`src/rtl/int_to_float_seq.sv`:
```
// Multi-cycle integer to IEEE-754 single-precision converter (round to nearest, ties to even).
// Nios II custom-instruction unit with a fixed 3-cycle latency: IDLE -> ABS -> NORM -> RND.
//
// Ports:
//   clk     system clock, rising edge
//   reset   asynchronous active-high reset
//   clk_en  clock enable; every register holds while low
//   start   request strobe, accepted only in IDLE
//   dataa   32-bit integer operand, captured on the accepted start edge
//   n       operand type: 0 = signed, 1 = unsigned
//   busy    high while a conversion is in flight (ABS, NORM, RND)
//   done    one-cycle completion pulse
//   result  float result, valid with done and held until the next completion
module int_to_float_seq (
  input  logic        clk,
  input  logic        reset,
  input  logic        clk_en,
  input  logic        start,
  input  logic [31:0] dataa,
  input  logic        n,
  output logic        busy,
  output logic        done,
  output logic [31:0] result
);

  typedef enum logic [1:0] {StIdle, StAbs, StNorm, StRnd} state_e;

  state_e      state_q, state_d;
  logic [31:0] a_q, a_d;
  logic        un_q, un_d;
  logic        sign_q, sign_d;
  logic [31:0] mag_q, mag_d;
  logic [4:0]  lz_q, lz_d;
  logic [30:0] shifted_q, shifted_d;  // bit 31 is the implicit leading one, never stored
  logic [7:0]  exp_q, exp_d;
  logic        zero_q, zero_d;
  logic        done_q, done_d;
  logic [31:0] result_q, result_d;

  // Leading-zero count built from zero tests of 16/8/4/2/1-bit windows.
  // The count for an all-zero input is meaningless and masked by the zero flag.
  function automatic logic [4:0] clz(input logic [31:0] x);
    logic [31:0] v;
    logic [4:0]  c;
    v    = x;
    c[4] = (v[31:16] == 16'd0);
    if (c[4]) v = v << 16;
    c[3] = (v[31:24] == 8'd0);
    if (c[3]) v = v << 8;
    c[2] = (v[31:28] == 4'd0);
    if (c[2]) v = v << 4;
    c[1] = (v[31:30] == 2'd0);
    if (c[1]) v = v << 2;
    c[0] = ~v[31];
    return c;
  endfunction

  // Rounding of the normalised magnitude.
  logic [22:0] mant;
  logic        guard, sticky, rnd_up, carry;
  logic [22:0] mant_r;
  logic [7:0]  exp_r;

  assign mant            = shifted_q[30:8];
  assign guard           = shifted_q[7];
  assign sticky          = |shifted_q[6:0];
  assign rnd_up          = guard & (sticky | mant[0]);
  // A carry out of the mantissa leaves it zero and bumps the exponent.
  assign {carry, mant_r} = {1'b0, mant} + {23'd0, rnd_up};
  assign exp_r           = exp_q + {7'd0, carry};

  always_comb begin
    state_d   = state_q;
    a_d       = a_q;
    un_d      = un_q;
    sign_d    = sign_q;
    mag_d     = mag_q;
    lz_d      = lz_q;
    shifted_d = shifted_q;
    exp_d     = exp_q;
    zero_d    = zero_q;
    done_d    = done_q;
    result_d  = result_q;
    case (state_q)
      StIdle: begin
        done_d = 1'b0;
        if (start) begin
          a_d     = dataa;
          un_d    = n;
          state_d = StAbs;
        end
      end
      StAbs: begin
        sign_d  = ~un_q & a_q[31];
        // -0x80000000 wraps to 0x80000000, which is the correct unsigned magnitude.
        mag_d   = sign_d ? (32'd0 - a_q) : a_q;
        state_d = StNorm;
      end
      StNorm: begin
        lz_d      = clz(mag_q);
        shifted_d = 31'(mag_q << lz_d);
        exp_d     = 8'd158 - {3'd0, lz_d};
        zero_d    = (mag_q == 32'd0);
        state_d   = StRnd;
      end
      StRnd: begin
        result_d = zero_q ? 32'd0 : {sign_q, exp_r, mant_r};
        done_d   = 1'b1;
        state_d  = StIdle;
      end
      default: state_d = StIdle;
    endcase
  end

  always_ff @(posedge clk or posedge reset) begin
    if (reset) begin
      state_q   <= StIdle;
      a_q       <= 32'd0;
      un_q      <= 1'b0;
      sign_q    <= 1'b0;
      mag_q     <= 32'd0;
      lz_q      <= 5'd0;
      shifted_q <= 31'd0;
      exp_q     <= 8'd0;
      zero_q    <= 1'b0;
      done_q    <= 1'b0;
      result_q  <= 32'd0;
    end else if (clk_en) begin
      state_q   <= state_d;
      a_q       <= a_d;
      un_q      <= un_d;
      sign_q    <= sign_d;
      mag_q     <= mag_d;
      lz_q      <= lz_d;
      shifted_q <= shifted_d;
      exp_q     <= exp_d;
      zero_q    <= zero_d;
      done_q    <= done_d;
      result_q  <= result_d;
    end
  end

  assign busy   = (state_q != StIdle);
  assign done   = done_q;
  assign result = result_q;

endmodule

```
`config.mk`:
```
export PLATFORM = sky130hd
export DESIGN_NAME = int_to_float_seq
export DESIGN_NICKNAME = d
export VERILOG_FILES = /design/src/rtl/int_to_float_seq.sv
export SDC_FILE = /design/constraint.sdc
export NUM_CORES = 1
export LEC_CHECK = 0
export ABC_CLOCK_PERIOD_IN_PS = 10300
export BUFFER_PORTS_ARGS = -buffer_cell sky130_fd_sc_hd__buf_2
export CAP_MARGIN = 10
export CORE_MARGIN = 2
export CORE_UTILIZATION = 48
export DETAILED_ROUTE_END_ITERATION = 12
export PLACE_DENSITY = 0.67
export SLEW_MARGIN = 20
export SYNTH_ARGS = -nofsm -noshare
export SYNTH_HDL_FRONTEND = slang
export SYNTH_SLANG_ARGS = --single-unit
export TNS_END_PERCENT = 20
```
`constraint.sdc`:
```
create_clock -name clk -period 10.3 [get_ports clk]
set_input_delay 2.06 -clock clk [delete_from_list [all_inputs] [get_ports clk]]
set_output_delay 2.06 -clock clk [all_outputs]
set_load 0.01 [all_outputs]
```
==> results.py <==
metrics = {
    "clocking": {
        "cts_sinks": 141,
        "h-tree-depth": 4,
        "cts.hold.buffers_added": 0,
        "post_cts_buffers": 0,
        "cts_resized": 0,
        "insertion_delay_ns": 0.43,
        "numCtsBuffers": 17,
        "clock_path_buffers": 2,
        "path_clk_slew_ns": 0.06,
        "cts_root_buf": "clkbuf_16",
        "cts_tree": "done",
    },
    "logic_synthesis": {
        "synth-compound-area-share_pct": 16.14,
        "postSynthAreaPerCell_um2": 9.591,
        "synth_edf_count": 0,
        "ys_types": 68,
        "yosysWarnings": 0,
        "synth-xor-area-share_pct": 6.287,
        "yosys-mux-area-fraction_pct": 14.57,
        "ys_ff_latch": 141,
        "yosys.area.top_type_share_pct": 42.93,
        "syn_inst": 857,
        "synth-simple-area-share_pct": 15.60,
        "synthFlopType": "dfrtp_1",
        "synthAdderAreaFrac_pct": 1.370,
        "synth_area_leaders": "dfrtp_1 (43%), mux2i_1 (8.4%), nand2_1 (5.8%)",
        "synth_area_um2": 8219,
        "synth_top_cell_by_area": "dfrtp_1",
        "syn_nets": 903,
        "synth_top_family_by_area": "compound AO/OA/AOI/OAI gates",
        "yosysSeqAreaShare_pct": 42.93,
        "synthArstFlopShare_pct": 100.0,
    },
    "critical_path": {
        "crit_arrival_ns": 4.80,
        "cp_slowest_cell": "and4_1",
        "crit_required_ns": 10.61,
        "crit_path_cell_trace": "nor4_4 > and4_1 > a211oi_1 > o211a_1 > o21ai_4 > buf_16 > mux2i_1 > mux2i_1 > a211oi_1 > o32ai_1 > or2_1",
        "startpoint_type": "flop",
        "path_class": "reg -> reg",
        "critPathCaptureType": "flop",
        "path_max_fanout": 24,
        "critPathMaxStageDelay_ns": 0.87,
    },
    "die": {
        "core_region_area_um2": 16640,
        "ios": 71,
        "rows": 47,
        "die_area_um2": 18190,
        "start_util_pct": 49.39,
        "die_h_um": 134.9,
        "die_width_um": 134.9,
    },
    "layout": {
        "fillCellCount": 1485,
        "drive_gt1_share_pct": 18.40,
        "seqCellArea_um2": 3528,
        "antenna_cells": 0,
        "synthToLayoutAreaGrowth_pct": 14.11,
        "multi_input_area_um2": 4439,
        "fin_area_um2": 9379,
        "fin_nets": 958,
        "mostFrequentLayoutCells": "dfrtp_1 (141), nand2_1 (127), o21ai_0 (92)",
        "final_common_cell": "dfrtp_1",
    },
    "grt": {
        "grt_pass1_vias": 6429,
        "track_usage_pct": 23.69,
        "grt_max_degree": 72,
        "grt_pass1_wl_mm": 33.84,
        "grt_antenna_before_repair": 0,
        "gr-total-overflow": 0,
    },
    "route": {
        "wl_mm": 20.17,
        "via_per_inst": 5.760,
        "initialDrtViolationCount": 517,
        "antenna_left": 0,
        "drc": 0,
        "vias": 6590,
        "wire_per_inst_um": 17.63,
        "first_pass_iters": 5,
    },
    "place": {
        "place.gp.congestion": 0.9686,
        "place_hpwl_mm": 14.61,
        "placed_area_um2": 8711,
        "portBuffers": 70,
    },
    "power_and_ir_drop": {
        "p_leak_nw": 4.185,
        "ir_drop_uv": 180.5,
        "powerDensity_nw_per_um2": 379.6,
    },
    "sta": {
        "finalClockSkew_ns": 0.009364,
        "timing.slew.headroom_pct": 33.13,
        "finalSetupViolations": 0,
        "finalCritPeriodShare_pct": 43.54,
        "min_period_ns": 4.484,
        "holdWs_ns": 0.4696,
        "fin_setup_tns_ns": 0,
        "max_freq_ghz": 0.2230,
        "max_slew.worst_pin.slew_ns": 1.001,
        "rsz0062_at_grt": "false",
        "final-hold-violation-count": 0,
        "final_max_slew_viol_count": 0,
    },
    "job": {
        "cap_violations": 0,
    },
    "worst_hold_path": {
        "hold_class": "reg -> reg",
    },
    "outcome": {
        "outcome": "finished clean",
    },
}
[registers in the layout (all words and copies together), names as in the netlist]
signal and cells:
sign_q 1, done 1, a_q 32, mag_q 32
un_q 1, exp_q 8, shifted_q 31, state_q 2
result 32, zero_q 1
[path summary, 6_finish.rpt]
| path | to | startpoint | cells after the start | slack, ns |
|---|---|---|---|---|
| max in group asynchronous | mag_q[27] | reset | 3 | 7.26 |
| setup / recovery | shifted_q[27] | mag_q[22] | 11 | 5.82 |
| hold / removal | result[12] | result[12] | 2 | 0.47 |
| hold reg to reg | result[12] | result[12] | 2 | 0.47 |
| min in group asynchronous | exp_q[4] | reset | 2 | 1.72 |
| setup reg to reg | shifted_q[27] | mag_q[22] | 11 | 5.82 |
[report_power, final]
group	total [W]	leakage, nW	internal [W]	switching, W
clock network	0.000675	0.312	0.000431	0.000245
logic	0.00178	2.10	0.000767	0.00102
registers	0.00110	1.78	0.000798	0.000302
total	0.00356	4.19	0.00200	0.00156
[synth_stat cells, types with 5 or more instances]
library cell and n:
o31ai_1 7, o21ai_0 92, and2_1 6, nor4_1 5
ha_1 9, a211o_1 7, a31oi_1 7, clkbuf_1 31
xnor2_1 31, nor2_1 57, o22ai_1 11, and3_1 5
nand2_1 127, o41ai_1 5, inv_1 12, nor3_1 13
or4_1 7, xor2_1 28, mux2i_1 69, dfrtp_1 141
a21oi_1 29, a22o_1 5, a211oi_1 7, nand2b_1 8
mux2_2 37, nand3_1 19
[critical path: cells and delay by family (launching register included)]
kind	cells	cell delay, ns
compound gates	5	1.62
flops	1	0.47
simple gates	3	1.50
buf+inv	1	0.24
mux	2	0.52
[cell type report]
class                      instances  share of cell area [%]
clock buffer                      18                   4.576
multi-input combinational        659                   47.33
sequential                       141                   37.62
tap                              220                   2.935
inverter                          14                  0.6137
clock inverter                    13                   2.255
timing repair buffer              79                   4.669
[logic make-up (layout without fill, tap and decap cells)]
family | after synthesis | in the layout
buf+inv | 57 | 124
flops | 141 | 141
compound gates | 209 | 209
xor+xnor | 59 | 59
simple gates | 272 | 272
mux | 110 | 110
fa+ha+maj | 9 | 9
[metrics by stage]
stage	std cells	utilization [%]	total power [W]	worst slack, ns
finish	1144	56.36	0.003560	5.816
CTS	1143	56.19	0.003542	5.756
floorplan	857	-	0.002389	4.459
global placement	1112	52.34	0.002835	5.813
global route	1144	56.36	0.003821	5.553
detailed placement	1112	52.34	0.002853	5.748
[per-layer routing]
metal  GRT usage, %  vias up  routed length [µm]
met5              0        -                   0
met4          11.40        0                 977
met3          4.129       66                 882
met2          37.87      210                9194
met1          31.33     3111                9116
li1               -     3203                   -
Power figures use the tool's default switching activity.
